### src/rtl/note_sequencer.sv
// Song-table note sequencer: plays a 32-entry table of (note, duration) pairs as one-hot tone enables.
// Latency: start sampled at edge n -> FETCH at n+1 -> first note enable high from n+2.
// No backpressure: stop aborts playback on the next edge; start is ignored while busy.
module note_sequencer #(
  parameter int TICK_DIV = 2500000
) (
  input  logic       clk,
  input  logic       reset,
  input  logic       start,
  input  logic       stop,
  input  logic       loop,
  input  logic       wr_en,
  input  logic [4:0] wr_addr,
  input  logic [6:0] wr_data,
  output logic       C,
  output logic       D,
  output logic       E,
  output logic       F,
  output logic       G,
  output logic       busy,
  output logic       done,
  output logic [4:0] note_idx
);

  localparam int PW = (TICK_DIV > 2) ? $clog2(TICK_DIV) : 1;
  localparam logic [PW-1:0] PRESC_MAX = PW'(TICK_DIV - 1);
  localparam logic [2:0] CODE_END = 3'd7;

  typedef enum logic [1:0] {IDLE, FETCH, PLAY, GAP} state_t;

  state_t        r_state;
  logic [6:0]    r_table [32];
  logic [4:0]    r_en;        // {G,F,E,D,C}
  logic          r_busy;
  logic          r_done;
  logic [4:0]    r_note_idx;
  logic [PW-1:0] r_presc;
  logic [4:0]    r_dur_cnt;

  logic [2:0]    w_code;
  logic [3:0]    w_dur;
  logic [4:0]    w_onehot;
  logic          w_tick;

  assign w_code = r_table[r_note_idx][6:4];
  assign w_dur  = r_table[r_note_idx][3:0];
  assign w_tick = (r_presc == PRESC_MAX);

  assign C        = r_en[0];
  assign D        = r_en[1];
  assign E        = r_en[2];
  assign F        = r_en[3];
  assign G        = r_en[4];
  assign busy     = r_busy;
  assign done     = r_done;
  assign note_idx = r_note_idx;

  // Decode the current entry's note code into tone enables; rests and the end marker give all-low.
  always_comb begin
    w_onehot = 5'b00000;
    case (w_code)
      3'd1:    w_onehot = 5'b00001;
      3'd2:    w_onehot = 5'b00010;
      3'd3:    w_onehot = 5'b00100;
      3'd4:    w_onehot = 5'b01000;
      3'd5:    w_onehot = 5'b10000;
      default: w_onehot = 5'b00000;
    endcase
  end

  // Song table: reset fills every entry with the end marker; writes land only while idle.
  always_ff @(posedge clk or posedge reset) begin
    if (reset) begin
      for (int i = 0; i < 32; i++) begin
        r_table[i] <= 7'h70;
      end
    end else if (wr_en && (r_state == IDLE)) begin
      r_table[wr_addr] <= wr_data;
    end
  end

  // Playback FSM with registered enables, busy and done; stop overrides everything.
  always_ff @(posedge clk or posedge reset) begin
    if (reset) begin
      r_state    <= IDLE;
      r_en       <= 5'b00000;
      r_busy     <= 1'b0;
      r_done     <= 1'b0;
      r_note_idx <= 5'd0;
      r_presc    <= '0;
      r_dur_cnt  <= 5'd0;
    end else begin
      r_done <= 1'b0;
      if (stop) begin
        r_state <= IDLE;
        r_en    <= 5'b00000;
        r_busy  <= 1'b0;
      end else begin
        case (r_state)
          IDLE: begin
            if (start) begin
              r_state    <= FETCH;
              r_note_idx <= 5'd0;
              r_busy     <= 1'b1;
            end
          end
          FETCH: begin
            if (w_code == CODE_END) begin
              // Looping from entry 0 onto an end marker would spin forever, so that case ends instead.
              if (loop && (r_note_idx != 5'd0)) begin
                r_note_idx <= 5'd0;
              end else begin
                r_state <= IDLE;
                r_busy  <= 1'b0;
                r_done  <= 1'b1;
              end
            end else begin
              r_dur_cnt <= {1'b0, w_dur} + 5'd1;
              r_presc   <= '0;
              r_en      <= w_onehot;
              r_state   <= PLAY;
            end
          end
          PLAY: begin
            if (w_tick) begin
              r_presc   <= '0;
              r_dur_cnt <= r_dur_cnt - 5'd1;
              if (r_dur_cnt == 5'd1) begin
                r_en    <= 5'b00000;
                r_state <= GAP;
              end
            end else begin
              r_presc <= r_presc + 1'b1;
            end
          end
          GAP: begin
            if (w_tick) begin
              r_presc    <= '0;
              r_note_idx <= r_note_idx + 5'd1;
              // Running off the end of the table acts as an end marker without fetching entry 0.
              if ((r_note_idx == 5'd31) && !loop) begin
                r_state <= IDLE;
                r_busy  <= 1'b0;
                r_done  <= 1'b1;
              end else begin
                r_state <= FETCH;
              end
            end else begin
              r_presc <= r_presc + 1'b1;
            end
          end
          default: begin
            r_state <= IDLE;
            r_busy  <= 1'b0;
            r_en    <= 5'b00000;
          end
        endcase
      end
    end
  end

endmodule

### config.mk
export PLATFORM = sky130hd
export DESIGN_NAME = note_sequencer
export DESIGN_NICKNAME = d
export VERILOG_FILES = /design/src/rtl/note_sequencer.sv
export SDC_FILE = /design/constraint.sdc
export NUM_CORES = 1
export LEC_CHECK = 0
export CAP_MARGIN = 15
export CORE_ASPECT_RATIO = 0.75
export CORE_MARGIN = 8
export CORE_UTILIZATION = 35
export CTS_CLUSTER_DIAMETER = 60
export CTS_CLUSTER_SIZE = 25
export DETAILED_ROUTE_END_ITERATION = 10
export PLACE_DENSITY = 0.47
export REMOVE_ABC_BUFFERS = 1
export SYNTH_ARGS = -nofsm -noshare
export SYNTH_HDL_FRONTEND = slang
export SYNTH_SLANG_ARGS = --single-unit
### constraint.sdc
create_clock -name clk -period 8.58 [get_ports clk]
set_input_delay 0.858 -clock clk [delete_from_list [all_inputs] [get_ports clk]]
set_output_delay 0.858 -clock clk [all_outputs]
set_load 0.05 [all_outputs]
### Word-level counts from Yosys, hierarchy flattened

Cells that the tools add are included.

| storage, ports and cells | value |
|---|---|
| bits in latches | 0 |
| logic and storage cells | 140 |
| input bits | 18 |
| memory bits (writable) | 0 |
| memories kept | 0 |
| output and inout bits | 12 |
| memory bits (read-only) | 0 |
| bits in registers | 265 |

| cells by class | value |
|---|---|
| eq/ne operators | 27 |
| add/sub/neg operators | 4 |
| shifts and indexed selects | 0 |
| bitwise logic cells | 3 |
| order comparisons | 3 |
| muxes and demuxes | 45 |
| reductions and logical operators | 19 |
| $mul | 0 |
| divide/modulo/power cells | 0 |

Operators by type and width:

| kind | count |
|---|---|
| bitwise mux 224 bit | 1 |
| two-way mux 5 bit | 10 |
| two-way mux 22 bit | 2 |
| case mux 22 bit (2 select lines) | 1 |
| binary-select mux 7 bit (select 5 bit) | 1 |
| demux 7 bit (select 5 bit) | 1 |
| case mux 5 bit (5 select lines) | 1 |
| inequality test 3 bit, second input constant | 8 |
| adder 22 x 1 -> 22 bit, second input constant | 1 |
| equality test 22 bit, second input constant | 1 |
| two-way mux 7 bit | 3 |
| case mux 5 bit (2 select lines) | 2 |
| case mux 5 bit (3 select lines) | 1 |
| two-way mux 2 bit | 7 |
| greater-or-equal comparator 6 bit, second input constant | 2 |
| two-way mux 1 bit | 12 |
| inequality test 2 bit, second input constant | 6 |
| inverter 5 -> 6 bit | 2 |
| AND reduction 6 bit | 2 |
| equality test 3 bit, second input constant | 3 |
| case mux 2 bit (4 select lines) | 1 |
| AND reduction 4 bit | 2 |
| equality test 3 x 2 -> 1 bit, second input constant | 2 |
| less-than comparator 6 x 1 -> 1 bit, second input constant | 1 |
| 22 further kinds | 28 |

### Depth between registers and ports, before layout

Gate-level depths: netlist of run 1.

| depth | value |
|---|---|
| depth in word-level cells | 9 |
| mapped depth | 15 |
| mapped depth without buffers | 9 |

### Worst setup path before layout of run 1

No wires, ideal clock.

| path | value |
|---|---|
| path type | flip-flop to flip-flop |
| start | register r_note_idx[1] (netlist: note_idx[1]) |
| end | register r_dur_cnt[4] |
| buffers on the path | 5 |
| data required time | 8.452 ns |
| arrival | 3.148 ns |
| stages on the path, launching flop included | 15 |
| period minus slack after synthesis | 3.276 ns |
| setup slack | 5.304 ns |
| library setup time | 0.128 ns |
| cells stage by stage | dfrtp_1 -> buf_6 -> buf_6 -> buf_4 -> buf_4 -> buf_6 -> mux4_2 -> mux2i_1 -> o22ai_1 -> nor3_1 -> inv_1 -> ha_1 -> or3b_2 -> o31a_1 -> nand3_1 |

| on the way | value |
|---|---|
| longest elaborated chain between the ends | 7 |
| elaborated cells on any way between the ends | 10 |
| those cells by class | add/sub: 1; eq/ne: 2; mux: 5; bitwise: 1; reduce/logical: 1 |

Ends and longest elaborated chain:

| what | line | source |
|---|---|---|
| start: declaration | 36 | `logic [4:0] r_note_idx;` |
| start signal: assignment | 139 | `r_note_idx <= r_note_idx + 5'd1;` |
| inverter 5 -> 6 bit (not written as such) (*) | 45, 46 |  |
| binary-select mux 7 bit (select 5 bit) (*) | 45, 46 |  |
| two-way mux 7 bit (not written as such) (*) (2 in a row) | 46 | `assign w_dur = r_table[r_note_idx][3:0];` |
| adder 4 x 1 -> 5 bit or equality test 3 bit (tied branches) | 118, 108 |  |
| two-way mux 5 bit or inequality test 2 bit (tied branches) | - |  |
| case mux 5 bit (2 select lines) or AND reduction 4 bit (tied branches) | - |  |
| end signal: assignment | 118 | `r_dur_cnt <= {1'b0, w_dur} + 5'd1;` |
| end signal: assignment | 127 | `r_dur_cnt <= r_dur_cnt - 5'd1;` |
| end: declaration | 38 | `logic [4:0] r_dur_cnt;` |

Mark *: on every way between the ends. The rest lies on a longest branch, timed or not. The select of a mux whose other input is x is not followed.
A chain may end at the register's enable or synchronous reset.

### Worst setup path in the final report of run 1

| path | value |
|---|---|
| start | register r_note_idx[1] (netlist: note_idx[1]) |
| end | register r_presc[6] |

| on the way | value |
|---|---|
| longest elaborated chain between the ends | 7 |

Ends and longest elaborated chain:

| what | line | source |
|---|---|---|
| inverter 5 -> 6 bit (not written as such) | 45 | `assign w_code = r_table[r_note_idx][6:4];` |
| binary-select mux 7 bit (select 5 bit) | 45 |  |
| two-way mux 7 bit (2 in a row) | - |  |
| equality test 3 bit | 108 | `if (w_code == CODE_END) begin` |
| inequality test 2 bit (no line) | - |  |
| AND reduction 3 bit (no line) | - |  |
| end signal: assignment | 133 | `r_presc <= r_presc + 1'b1;` |
| end signal: assignment | 149 | `r_presc <= r_presc + 1'b1;` |
| end: declaration | 37 | `logic [PW-1:0] r_presc;` |

Every way passes these cells. The select of a mux whose other input is x is not followed.

==> results.txt, run 1 <==
- Synth-to-Final Area Change: 12.0%
- At the worst endpoint, the required time is 9.01 ns.
- Die height: 184 um
- Number of buffers inserted by post-CTS setup repair: 0
- Max-cap violations in this run came to 0.
- The detailed router finished its first iteration with 634 violations.
- The number of max-slew violations in the final report was 0.
- After the last flow step, the layout net total stands at 1040.
* Maximum vdd ir drop: 0.000157 V
* Sinks on the clock net: 265
- Run status: finished clean
- Root buffer selected by CTS: sky130_fd_sc_hd__clkbuf_16
- Horizontal die dimension: roughly 240 um
* Hold Violations, Final: 0
- The die covers 44200 um^2.
- On the final layout, the worst hold slack is 0.503 ns.
- For this run, design rule violations remaining after detail routing come to 0.
- Via Count: 8443
- In this design, the stage delay of the slowest critical-path cell is 0.77 ns.
- Minimum clock period: 4.48 ns
- IO Pins: 30
* Routability cong.: 0.776
* Max Fanout on Critical Path: 36
- Among the stages of the critical path, the cell type that occurs most often is sky130_fd_sc_hd__buf_4.
* Clock transition at path regs: 0.08 ns
- After floorplanning, the core was divided into 61 placement rows.
- A synthesized cell averages roughly 13 um^2.
- Setup repair after global routing left no endpoint under its margin.
- Number of distinct library cells after synthesis: 64
- The wire-length estimate of the detail-placed layout is roughly 22 mm.
- Of the cells placed in the final design, the portion with a size suffix greater than 1 is 42.6%.
- Clock latency on the worst-skew pair, taken at its later pin, is approximately 0.55 ns.
- Entering global routing, the biggest net connects 150 pins.
- TritonCTS built the clock tree.
* Worst-path cell chain: buf_4 -> mux4_2 -> and3_1 -> o41ai_4 -> o31ai_2 -> buf_4 -> or3_1 -> o41ai_1
* Utilization of the core after routing: 39.8%
* Total routing resource utilization after global routing: 15.9%
- Clock skew on the completed layout was measured at roughly 0.021 ns.
- The number of clock buffers added by TritonCTS is 22.
- Peak clock frequency supported by timing: roughly 220 MHz
* Type of the most critical hold path: register to register
* Flip-flop and latch count after synthesis: approximately 270
- Power per cell area: 232 nW/um^2
* Port-buffer cells: 29
- Once the floorplan was initialized, standard cells occupied 35.6% of the core.
* DR pass1 iterations: 5
* Arrival time of the worst setup path: 4.92 ns
- Slowest CP cell: sky130_fd_sc_hd__dfrtp_4
* # hold bufs at CTS: 0
- The cell area that synthesis handed to floorplanning was 13200 um^2.
- Transition time at the pin with the least slew margin: 1.07 ns
* Global-route wire length before repair: ~54 mm
- Final clock period utilization by the worst path: 52.2%
* Combined buffer and inverter count along the critical path: 2
* Gate count after technology mapping: 1007
- STA classifies the critical path startpoint as a register.
* Total global routing overflow: 0
- The Yosys step of the flow raised 0 warnings.
- The kind of cell with the highest combined delay along the critical path is compound AO/OA/AOI/OAI gates.
- The share of the Yosys chip area taken by registers is 51.2%.
* Setup crit end kind: register
- The via count of the first global-routing pass was 8380.
- Once detail routing completed, the nets flagged for antenna violations numbered 0.
- Number of antenna violations at the first check in global routing: 0
- Setup violations remaining at the end of the flow were counted as 0.
- Critical path class: register to register
- Average wire per standard cell: between 20 and 25 um
- Slew HR: 28.7%
- For this block, the routed nets add up to about 35 mm of wire.
- Count of flip-flops with a built-in enable after synthesis: 0
- After routing, the total negative slack on setup checks comes to 0 ns.
- CTS HTree Levels: 1
* Leakage power: 6.00 nW
- After detailed routing, the number of vias per cell comes to about 5.5.
- Among all flip-flop cells after synthesis, the most frequent one is sky130_fd_sc_hd__dfrtp_1.
- The core region is roughly 37000 um^2.
* Proportion of synthesized flip-flops having asynchronous set or reset: 100%
* Clock tree buffer depth: 3
- Number of resized instances in the post-cts repair step: 0
## synthesized netlist by cell type, types with 6 or more instances
cell                       number  area [um^2]
sky130_fd_sc_hd__mux2_2       230         2590
sky130_fd_sc_hd__dfrtp_1      169         4230
sky130_fd_sc_hd__dfstp_2       96         2520
sky130_fd_sc_hd__nand2_1       58          218
sky130_fd_sc_hd__nor2_1        48          180
sky130_fd_sc_hd__mux4_2        46         1040
sky130_fd_sc_hd__clkbuf_1      42          158
sky130_fd_sc_hd__mux2i_1       34          340
sky130_fd_sc_hd__nand3_1       25          125
sky130_fd_sc_hd__o21ai_0       22          110
sky130_fd_sc_hd__o31ai_1       21          158
sky130_fd_sc_hd__inv_1         18         67.6
sky130_fd_sc_hd__nor3_1        12         60.1
sky130_fd_sc_hd__a21oi_1       11         55.1
sky130_fd_sc_hd__ha_1          11          138
sky130_fd_sc_hd__buf_2         10         50.1
sky130_fd_sc_hd__nand2b_1      10         62.6
sky130_fd_sc_hd__nand4_1        9         56.3
sky130_fd_sc_hd__nor4_1         9         56.3
sky130_fd_sc_hd__or3_1          9         56.3
sky130_fd_sc_hd__a31oi_1        7         43.8
sky130_fd_sc_hd__and2_1         7         43.8
sky130_fd_sc_hd__o211ai_1       7         52.6
sky130_fd_sc_hd__o22ai_1        7         43.8
sky130_fd_sc_hd__a211oi_1       6         45.0
sky130_fd_sc_hd__and3_1         6         37.5
sky130_fd_sc_hd__nor2b_1        6         37.5
## metal layers
layer  GRT usage (%)  up-vias  routed length, um
met3            3.54       32               1790
li1                -     3767                  -
met2            22.5      185              14600
met5               0        -                  0
met4            2.35        0                478
met1            24.9     4459              18100
## cells by family (layout without fill, tap and decap cells)
| family | Yosys count | count (layout) | synth area share (%) |
|---|---|---|---|
| and+or+nand+nor | 218 | 218 | 8.20 |
| DFF | 265 | 265 | 51.2 |
| xor gates and xnor gates | 1 | 1 | 0.0664 |
| adders and majority gates | 11 | 11 | 1.04 |
| buffers and inverters | 81 | 101 | 2.74 |
| other | 0 | 2 | 0 |
| AOI/OAI and AO/OA | 121 | 121 | 6.69 |
| muxes | 310 | 310 | 30.1 |
## state kept, by name, indices dropped and copies added, names as in the netlist
signal,flops
done,1
r_dur_cnt,5
note_idx,5
r_table,224
r_state,2
busy,1
r_en,5
r_presc,22
## report_power, final
part | total, mW | switching, mW | internal (mW) | leakage (nW)
sequential | 1.69 | 0.131 | 1.56 | 3.23
clock | 1.13 | 0.554 | 0.580 | 0.398
combinational | 0.604 | 0.287 | 0.318 | 2.37
## area by class of cell
class,count,area (um^2)
fillers,3540,22300
flip-flops and latches,265,6760
multi-input cells,661,6080
well taps,504,631
clock buffers,25,614
repair buffers,43,420
clock inverters,15,198
inverters,18,75.1
diodes,2,5.00
## cells in the final DEF (no fill, tap or decap), types with 10 or more instances in the layout
cell and instances:
sky130_fd_sc_hd__a21oi_1 11, sky130_fd_sc_hd__buf_4 12, sky130_fd_sc_hd__clkbuf_16 25, sky130_fd_sc_hd__clkdlybuf4s50_1 28
sky130_fd_sc_hd__dfrtp_1 166, sky130_fd_sc_hd__dfstp_2 96, sky130_fd_sc_hd__ha_1 11, sky130_fd_sc_hd__inv_1 17
sky130_fd_sc_hd__mux2_2 230, sky130_fd_sc_hd__mux2i_1 34, sky130_fd_sc_hd__mux4_2 46, sky130_fd_sc_hd__nand2_1 58
sky130_fd_sc_hd__nand2b_1 10, sky130_fd_sc_hd__nand3_1 25, sky130_fd_sc_hd__nor2_1 48, sky130_fd_sc_hd__nor3_1 12
sky130_fd_sc_hd__o21ai_0 22, sky130_fd_sc_hd__o31ai_1 21
## per-stage QoR
| step | area (um^2) | power (mW) | std cells | setup WS [ns] |
|---|---|---|---|---|
| after floorplan | 12900 | 2.12 | 944 | 0.584 |
| after global placement | 13900 | 2.31 | 1490 | 4.19 |
| after detailed placement | 13900 | 2.32 | 1490 | 4.09 |
| after CTS | 14700 | 3.46 | 1530 | 4.06 |
| after global routing | 14800 | 3.60 | 1531 | 3.74 |
| final | 14800 | 3.43 | 1533 | 4.10 |
## path summary, 6_finish.rpt
kind,start,slack [ns],endpoint,cells past startpoint
worst max-delay path,note_idx[1]$_DFFE_PP0P_,4.10,r_presc[6]$_DFFE_PP0P_,8
max in group asynchronous,reset,6.30,r_table[71]$_DFFE_PP0P_,3
worst min-delay path,r_table[99]$_DFFE_PP0P_,0.50,r_table[99]$_DFFE_PP0P_,1
worst min register to register,r_table[99]$_DFFE_PP0P_,0.50,r_table[99]$_DFFE_PP0P_,1
min in group asynchronous,reset,0.88,r_table[213]$_DFFE_PP0P_,2
worst max register to register,note_idx[1]$_DFFE_PP0P_,4.10,r_presc[6]$_DFFE_PP0P_,8
Note: power is estimated with default switching activity, not from simulation.
==> inputs of run 2 (changes only) <==
==> constraint.sdc (replaced) <==
create_clock -name clk -period 4.43 [get_ports clk]
set_input_delay 0.443 -clock clk [delete_from_list [all_inputs] [get_ports clk]]
set_output_delay 0.443 -clock clk [all_outputs]
set_load 0.05 [all_outputs]
==> results.txt, run 2 (synthesis results as in run 1) <==
* CTS HTree Levels: 1 (unchanged)
- Synth-to-Final Area Change: 13.0%
* Leakage power: 6.07 nW (+1.1%)
- Hold Violations, Final: 0 (unchanged)
- The total wire length after detailed routing was 35.3 mm (+1.0%).
* Transition time at the pin with the least slew margin: 1.08 ns (+0.0128 ns)
- Total of endpoints with negative setup slack in the final report: 0 (unchanged)
* Worst hold slack after final layout: 0.463 ns (-0.0399 ns)
- The overall die height was 184 um (unchanged).
* Number of placement rows: 61 (unchanged)
- Number of antenna violations at the first check in global routing: 0 (unchanged)
- The remaining antenna violation count came to 0 (unchanged).
- The end-of-flow core utilization came to 40.2% (+0.34 points).
- CTS tree: done
- Arrival time of the worst setup path: 4.26 ns (-0.66 ns)
* Max Fanout on Critical Path: 32 (-11%)
- The critical path in this run is classified as register to register.
- The clock input transition at the sequential cells of the worst setup and hold paths came to 0.08 ns (about the same).
* Worst Clk Skew: 0.0209 ns (-0.000560 ns)
* Root buffer selected by CTS: sky130_fd_sc_hd__clkbuf_16
- The via count normalized by instance count is 5.46 (-0.92%).
- The worst path required time came to 4.86 ns (-4.15 ns).
* Final clock period utilization by the worst path: 86.3% (+34 points)
- The leftover overflow at the end of global routing is 0 (unchanged).
- The routability congestion estimate from global placement was 0.807 (+3.9%).
- Ratio of cells with drive above 1 in the final layout: 43.2% (+0.57 points)
- The maximum buffer depth of the clock tree came to 3 (unchanged).
- The post-CTS setup-driven buffer insertion count was 0 (unchanged).
- The initial core utilization came to 35.6% (unchanged).
- Type of the most critical hold path: input port to asynchronous set/reset pin
- IO Pins: 30 (unchanged)
- Total routing resource utilization after global routing: 16.3% (+0.35 points)
* Register with the highest flop count: r_table
* Core area: 37100 um^2 (unchanged)
- STA classifies the critical path endpoint as a register.
- Largest net degree at the start of global routing: 127 (-15%)
- The signal on the critical path passes through buf_4 -> mux2_2 -> a221oi_1 -> nand3_1 -> nand3_1 -> o31ai_2 -> or3_1 -> o41ai_1.
* CTS buffer count: 24 (+9.1%)
* Post-route DRC violation count: 0 (unchanged)
- # hold bufs at CTS: 0 (unchanged)
- The setup slack at placement came to 0.606 ns (-3.48 ns).
* Final worst-path setup slack: 0.605 ns (-3.49 ns)
- The number of nets at the end of the flow is 1050 (+0.96%).
* Commonest cells after routing, fill and taps aside: sky130_fd_sc_hd__mux2_2, sky130_fd_sc_hd__dfrtp_1, sky130_fd_sc_hd__dfstp_2, sky130_fd_sc_hd__nand2_1, sky130_fd_sc_hd__nor2_1
- Via Count: 8425 (-0.21%)
- The count of clock tree sinks came to 265 (unchanged).
- Type of origin of the critical path: register
* Global-route wire length before repair: 55.7 mm (+2.6%)
* Regs by FF count: r_table (224), r_presc (22)
- The final critical-path required period is 3.83 ns (-0.657 ns).
- Total Power Consumption: 6.75 mW (+97%)
* Number of flip-flops in the largest register: 224 (unchanged)
- Maximum vdd ir drop: 0.000250 V (+59%)
- The die area was 44200 um^2 (unchanged).
- 1st-iter DRT viols: 653 (+3.0%)
- Vias in the first global route: 8620 (+2.9%)
* Most numerous cell on the critical path: sky130_fd_sc_hd__nand3_1
- Slew HR: 27.8% (-0.86 points)
- The number of max-slew violations in the final report came to 0 (unchanged).
- Run status: finished clean
- Setup repair after global routing left no endpoint under its margin.
- The half-perimeter wire length after detailed placement is 23.4 mm (+4.9%).
* Filler instances: 3609 (+1.9%)
* Power per cell area: 453 nW/um^2 (+95%)
- Peak clock frequency supported by timing: 261 MHz (+17%)
- The final-layout setup total negative slack was 0 ns (unchanged).
* Worst skew pair latency: 0.55 ns (about the same)
- The detailed-routing iteration count for the pre-antenna-repair pass came to 5 (unchanged).
* Leading cell type in the layout, fill and taps excluded: sky130_fd_sc_hd__mux2_2
- The routed wirelength normalized by instance count was 22.9 um (+0.33%).
- Number of max-cap violations: 0 (unchanged)
* Number of resized instances in the post-cts repair step: 0 (unchanged)
* Longest individual stage delay on the worst path: 0.86 ns (+0.09 ns)
- The chip width came to 240 um (unchanged).
- For this design, the slowest cell found on the critical path is sky130_fd_sc_hd__dfrtp_4.
* Port-buffer cells: 29 (unchanged)
-- run 2: area by class of cell --
type	count	area (um^2)	area share (%)
Antenna cell	1	2.50	0.0168
Clock buffer	26	629	4.22
Clock inverter	18	238	1.60
Inverter	18	75.1	0.504
Multi-Input combinational cell	661	6080	40.8
Sequential cell	265	6760	45.3
Tap cell	504	631	4.23
Timing Repair Buffer	51	495	3.32
-- run 2: path summary, 6_finish.rpt --
path / cells after the start / startpoint / slack, ns / to
setup / recovery: 8 / note_idx[1]$_DFFE_PP0P_ / 0.60 / r_presc[17]$_DFFE_PP0P_
hold / removal: 2 / reset / 0.46 / r_table[212]$_DFFE_PP0P_
max in group asynchronous: 3 / reset / 3.03 / r_table[95]$_DFFE_PP1P_
setup reg to reg: 8 / note_idx[1]$_DFFE_PP0P_ / 0.60 / r_presc[17]$_DFFE_PP0P_
hold reg to reg: 1 / r_table[177]$_DFFE_PP0P_ / 0.50 / r_table[177]$_DFFE_PP0P_
min in group clk: 1 / r_table[177]$_DFFE_PP0P_ / 0.50 / r_table[177]$_DFFE_PP0P_
-- run 2: through the flow --
step / instances / instance area (um^2)
after floorplan: 944 / 12900
after global placement: 1499 / 14000
after detailed placement: 1499 / 14000
after CTS: 1543 / 14900
after global routing: 1543 / 14900
final: 1544 / 14900
-- run 2: per-layer routing --
metal	track usage, %	share of wire (%)	vias to the layer above
met3	2.37	3.4	34
met4	2.88	1.5	0
li1	-	-	3800
met1	26.0	54	4464
met5	0	0	-
met2	23.0	41	127
-- run 2: critical path, delay by kind of cell, from the launching register on --
family	cells	cell delay (ns)
and+or+nand+nor	3	1.08
muxes	1	0.37
AOI/OAI and AO/OA	3	1.00
DFF	1	0.86
buffers and inverters	1	0.37
-- run 2: where the power goes --
| part | switching [mW] | internal [mW] |
|---|---|---|
| Sequential | 0.260 | 3.03 |
| Combinational | 0.547 | 0.617 |
| Clock | 1.09 | 1.21 |
